**src/rtl/mem_access_unit.sv**
```systemverilog
// mem_access_unit: load/store controller between the MEM stage and a
// word-wide, little-endian data memory. Sub-word stores are done as
// read-modify-write; misaligned, out-of-range and illegal-size requests
// complete with err and never touch memory.

// One byte lane of the store merge: keeps the old byte or takes the
// matching byte of the store data, depending on size and offset.
module mem_access_lane #(
    parameter int LANE = 0
) (
    input  logic [7:0]  old_byte,
    input  logic [31:0] wdata,
    input  logic [1:0]  size,
    input  logic [1:0]  offset,
    output logic [7:0]  new_byte
);
    localparam logic [1:0] LID = LANE[1:0];

    // select between the buffered byte and the store byte for this lane
    always_comb begin
        new_byte = old_byte;
        case (size)
            2'b00:   if (offset == LID)       new_byte = wdata[7:0];
            2'b01:   if (offset[1] == LID[1]) new_byte = wdata[8*(LANE%2) +: 8];
            2'b10:                            new_byte = wdata[8*LANE +: 8];
            default: new_byte = old_byte;
        endcase
    end
endmodule

module mem_access_unit #(
    parameter int MEM_BYTES = 128
) (
    input  logic        clk,
    input  logic        reset,
    input  logic        req,
    input  logic        we,
    input  logic [1:0]  size,
    input  logic        sext,
    input  logic [31:0] addr,
    input  logic [31:0] wdata,
    output logic        ready,
    output logic        done,
    output logic        err,
    output logic [31:0] rdata,
    output logic [31:0] mem_addr,
    output logic [31:0] mem_writeData,
    output logic        mem_writeMem,
    input  logic [31:0] mem_data
);
    localparam int NUM_LANES = 4;

    typedef enum logic [1:0] {IDLE, ACCESS, WRITE, RESP} state_t;

    state_t      state, state_nx;
    logic        we_q, sext_q, err_q;
    logic [1:0]  size_q;
    logic [31:0] addr_q, wdata_q, buf_q;
    logic [2:0]  nbytes;
    logic [32:0] end_addr;
    logic        req_err;
    logic [31:0] shifted, load_val;
    logic [NUM_LANES-1:0][7:0] merged;

    // request validity: size, alignment and a 33-bit range check so that
    // addresses near the top of the 32-bit space cannot wrap into range
    always_comb begin
        case (size)
            2'b00:   nbytes = 3'd1;
            2'b01:   nbytes = 3'd2;
            2'b10:   nbytes = 3'd4;
            default: nbytes = 3'd0;
        endcase
        end_addr = {1'b0, addr} + 33'(nbytes);
        req_err  = (size == 2'b11)
                 | ((size == 2'b01) & addr[0])
                 | ((size == 2'b10) & (addr[1:0] != 2'b00))
                 | (end_addr > 33'(MEM_BYTES));
    end

    // load extraction straight from the memory word read in ACCESS
    always_comb begin
        shifted  = '0;
        load_val = '0;
        case (size_q)
            2'b00: begin
                shifted  = mem_data >> {addr_q[1:0], 3'b000};
                load_val = {{24{sext_q & shifted[7]}}, shifted[7:0]};
            end
            2'b01: begin
                shifted  = mem_data >> {addr_q[1], 4'b0000};
                load_val = {{16{sext_q & shifted[15]}}, shifted[15:0]};
            end
            default: load_val = mem_data;
        endcase
    end

    // store merge: one lane instance per byte of the buffered word
    for (genvar l = 0; l < NUM_LANES; l++) begin : g_lane
        mem_access_lane #(.LANE(l)) u_lane (
            .old_byte (buf_q[8*l +: 8]),
            .wdata    (wdata_q),
            .size     (size_q),
            .offset   (addr_q[1:0]),
            .new_byte (merged[l])
        );
    end

    assign mem_addr      = {addr_q[31:2], 2'b00};
    assign mem_writeData = (state == WRITE) ? merged : '0;
    assign err           = done & err_q;

    // state register
    always_ff @(posedge clk or posedge reset) begin
        if (reset) state <= IDLE;
        else       state <= state_nx;
    end

    // next state and state-decoded handshake / write strobe
    always_comb begin
        state_nx     = state;
        ready        = 1'b0;
        done         = 1'b0;
        mem_writeMem = 1'b0;
        case (state)
            IDLE: begin
                ready = 1'b1;
                if (req) state_nx = req_err ? RESP : ACCESS;
            end
            ACCESS: state_nx = we_q ? WRITE : RESP;
            WRITE: begin
                mem_writeMem = 1'b1;
                state_nx     = RESP;
            end
            RESP: begin
                done     = 1'b1;
                state_nx = IDLE;
            end
            default: state_nx = IDLE;
        endcase
    end

    // request latch, read buffer, and response registers
    always_ff @(posedge clk or posedge reset) begin
        if (reset) begin
            we_q    <= 1'b0;
            sext_q  <= 1'b0;
            size_q  <= 2'b00;
            addr_q  <= '0;
            wdata_q <= '0;
            buf_q   <= '0;
            err_q   <= 1'b0;
            rdata   <= '0;
        end else begin
            case (state)
                IDLE: if (req) begin
                    we_q    <= we;
                    sext_q  <= sext;
                    size_q  <= size;
                    addr_q  <= addr;
                    wdata_q <= wdata;
                    err_q   <= req_err;
                    if (req_err) rdata <= '0;
                end
                ACCESS: begin
                    buf_q <= mem_data;
                    if (!we_q) rdata <= load_val;
                end
                WRITE: rdata <= '0;
                default: ;
            endcase
        end
    end
endmodule

```
**config.mk**
```make
export PLATFORM = sky130hd
export DESIGN_NAME = mem_access_unit
export DESIGN_NICKNAME = d
export VERILOG_FILES = /design/src/rtl/mem_access_unit.sv
export SDC_FILE = /design/constraint.sdc
export NUM_CORES = 1
export LEC_CHECK = 0
export ABC_CLOCK_PERIOD_IN_PS = 6200
export CORE_MARGIN = 4
export CORE_UTILIZATION = 50
export DETAILED_ROUTE_END_ITERATION = 8
export GPL_ROUTABILITY_DRIVEN = 1
export PLACE_DENSITY_LB_ADDON = 0.15
export REMOVE_ABC_BUFFERS = 1
export SYNTH_ARGS = -nofsm -noshare
export SYNTH_HDL_FRONTEND = slang
export SYNTH_SLANG_ARGS = --single-unit
```
**constraint.sdc**
```tcl
create_clock -name clk -period 6.2 [get_ports clk]
set_input_delay 0.62 -clock clk [delete_from_list [all_inputs] [get_ports clk]]
set_output_delay 0.62 -clock clk [all_outputs]
set_load 0.1 [all_outputs]
```
==> results.ini <==
[run_status]
status=finished clean

[synthesis]
synth_edf_count=0
yosys_most_used_dff=dfrtp_1
yosys.area.top_type_share_pct=40.02
synth_area_leaders=dfrtp_1 (40%), mux2_2 (13%), o21ai_0 (3.3%), buf_4 (3.1%), nand4_1 (3.1%)
netlist_area_sq_um=8441
syn_inst=882
synth.avg_cell_area_sq_um=9.570
yosys.area.top_type=dfrtp_1
ys_async_sr_fraction_pct=100.0
ys_seq_elements=135
ys.warnings.count=0
yosys.cell_types.count=61
ys_seq_area_share_pct=40.02

[finish]
area_delta_synth_final_pct=30.11
antenna-diode-count=0
seq_area_sq_um=3378
fin_area_sq_um=10980
drive_gt1_share_pct=15.94
instances_no_fill=1249
fill_cells=1381
nets=1127
multiInputGateArea_sq_um=4507

[clock_tree]
cts_htree_levels=4
cts_made_buffers=17
clkLatencyLatePin_ps=420
cts_tree=done
post_cts_buffers=0
cts-root-buf=clkbuf_16
path_clk_slew_ps=60
clock_sinks=135
cts_resized=0
cts_hold_buf=0
cts.path.max_buffers=2

[global_routing]
grt_use_met2_pct=40.56
overflow=0
grt_pass1_vias=7328
grt_max_degree=91
gr-usage-met1_pct=36.44
antenna_found_initial=1
track_usage_pct=26.10
gr-usage-met3_pct=6.495
grt.busiest_layer=met2
grt_first_pass_wirelength_mm=38.87

[place]
place.gp.congestion=0.9232
numPortBuffers=200
hpwl_mm=17.26
place_area_sq_um=10330
placedCellCount=1217

[timing]
finClkSkew_ps=4.938
timing.hold.ws_ps=478.6
final_max_slew_viol_count=0
timing.setup.tns_ps=0
finalSetupViolCount=0
fin_crit_sh_pct=82.74
rsz0062_at_grt=false
tightest_slew_ps=1229
finalHoldViolCount=0
max_freq_mhz=194.9
post-route-min-period_ps=5130
slew_headroom_pct=17.78

[critical_path]
startpoint_type=register
crit_fanout=25
reg2reg_slack_ps=3160
cp_slowest_cell=nor2_1
critPathMaxStageDelay_ps=1040
arrival_ps=4510
critPathKind=register to output pin
endpoint_kind=output pin
path_cells=inv_1 -> nor2_1 -> nor2_1 -> nand2_1 -> a21boi_0 -> clkdlybuf4s50_1
r2r_cells=7
cp_common_cell=nor2_1
cp.required_ps=5580
reg2reg_from=state[0]
worstReg2RegEnd=rdata[27]

[hold_path]
hold_class=register to register
hold_path_depth=2
hp-start=addr_q[23]
hold_end=addr_q[23]

[detailed_routing]
wire_per_inst_microns=19.88
drt_iter0_drc=758
routed_wl_mm=24.83
num_vias=7631
drt.antenna.violating_nets=0
dr.pass1.iters=5
remaining_drc_errors=0
routed_via_density=6.110

[floorplan]
fp.dieH_microns=137.9
core_sq_um=16580
start_util_pct=50.90
fp.dieW_microns=137.9
rows=47
dieArea_sq_um=19020
pin_count=203

[job]
maxCapViolCount=0

-- logic make-up (layout without fill, tap and decap cells) --
family / Yosys count / in the layout / synth area share [%]
xor gates and xnor gates: 9 / 9 / 0.9339
and+or+nand+nor: 245 / 245 / 15.83
DFF: 135 / 135 / 40.02
buffers and inverters: 117 / 263 / 6.848
other: 1 / 2 / 0.04443
AOI/OAI and AO/OA: 255 / 255 / 20.32
muxes: 112 / 112 / 14.72
adders and majority gates: 8 / 8 / 1.275
-- synth_stat cells (all sizes together) (12+ instances only) --
library cell and n:
o211ai 27, dfrtp 135, nand2b 15, and2 12, buf 47, nor2 48
nand2 50, o21a 18, a21oi 47, mux2 97, o21ai 58, nor2b 21
o31a 16, clkbuf 52, or3 16, inv 17, nand4 43, a22oi 28
mux2i 15
-- flip-flops by register name, indices dropped and copies added (netlist names) --
register  flops
addr_q       32
buf_q        32
rdata        32
wdata_q      32
size_q        2
state         2
err_q         1
sext_q        1
we_q          1
-- worst max-delay path by stage --
stage	end	slack (ps)	startpoint
3_5_place_dp	mem_writeData[17]	1630	size_q[1]
4_1_cts	mem_writeData[22]	1130	size_q[1]
2_1_floorplan	mem_writeData[16]	1040	size_q[1]
5_1_grt	mem_writeData[22]	810	size_q[1]
6_report	mem_writeData[22]	1070	size_q[1]
3_3_place_gp	mem_writeData[22]	1730	size_q[1]
-- per-stage QoR --
step	util [%]	worst slack, ps
floorplan	-	1036
global placement	62.28	1735
detailed placement	62.28	1626
CTS	66.22	1131
global route	66.22	812.4
finish	66.22	1070
-- layout make-up --
type	instances	area share (%)
well taps	220	2.507
inverters	18	0.6608
repair buffers	213	19.07
flip-flops and latches	135	30.76
clock inverters	14	2.051
multi-input cells	631	41.04
clock buffers	18	3.908
-- critical path, delay by kind of cell (launching register included) --
kind            cells  cell delay, ps
simple gates        3            1670
compound gates      1             100
flops               1             880
buf+inv             2            1440
-- per-layer routing --
layer / routed length [microns] / part of all wire [%]
met1: 10970 / 44
met3: 2036 / 8.2
met4: 410 / 1.7
met2: 11410 / 46
met5: 7 / 0.028
-- placed cells by master, fill, tap and decap left out, types with 4 or more instances in the layout --
| cell type | instances |
|---|---|
| clkdlybuf4s50_1 | 198 |
| o22ai_1 | 10 |
| bufinv_16 | 5 |
| and3_1 | 9 |
| ha_1 | 6 |
| nand4_1 | 42 |
| nor3_1 | 6 |
| xnor2_1 | 6 |
| buf_4 | 15 |
| clkbuf_16 | 17 |
| o21ai_0 | 55 |
| a21boi_0 | 8 |
| dfrtp_1 | 135 |
| o31a_1 | 16 |
| mux2i_1 | 15 |
| mux2_2 | 97 |
| or3_1 | 16 |
| a21oi_1 | 46 |
| a31oi_1 | 4 |
| o311ai_1 | 5 |
| and2_1 | 12 |
| o221ai_1 | 9 |
| nand2_1 | 49 |
| nand2b_1 | 15 |
| o21a_1 | 18 |
| clkinv_4 | 5 |
| and4_1 | 4 |
| nor2_1 | 47 |
| or2_2 | 4 |
| nor2b_1 | 21 |
| inv_1 | 16 |
| a222oi_1 | 6 |
| a22oi_1 | 28 |
| o211ai_1 | 27 |
| nand3_1 | 10 |
Power is not shown: default switching activity piles up to over one toggle a cycle in this logic, so the estimate is an artifact.
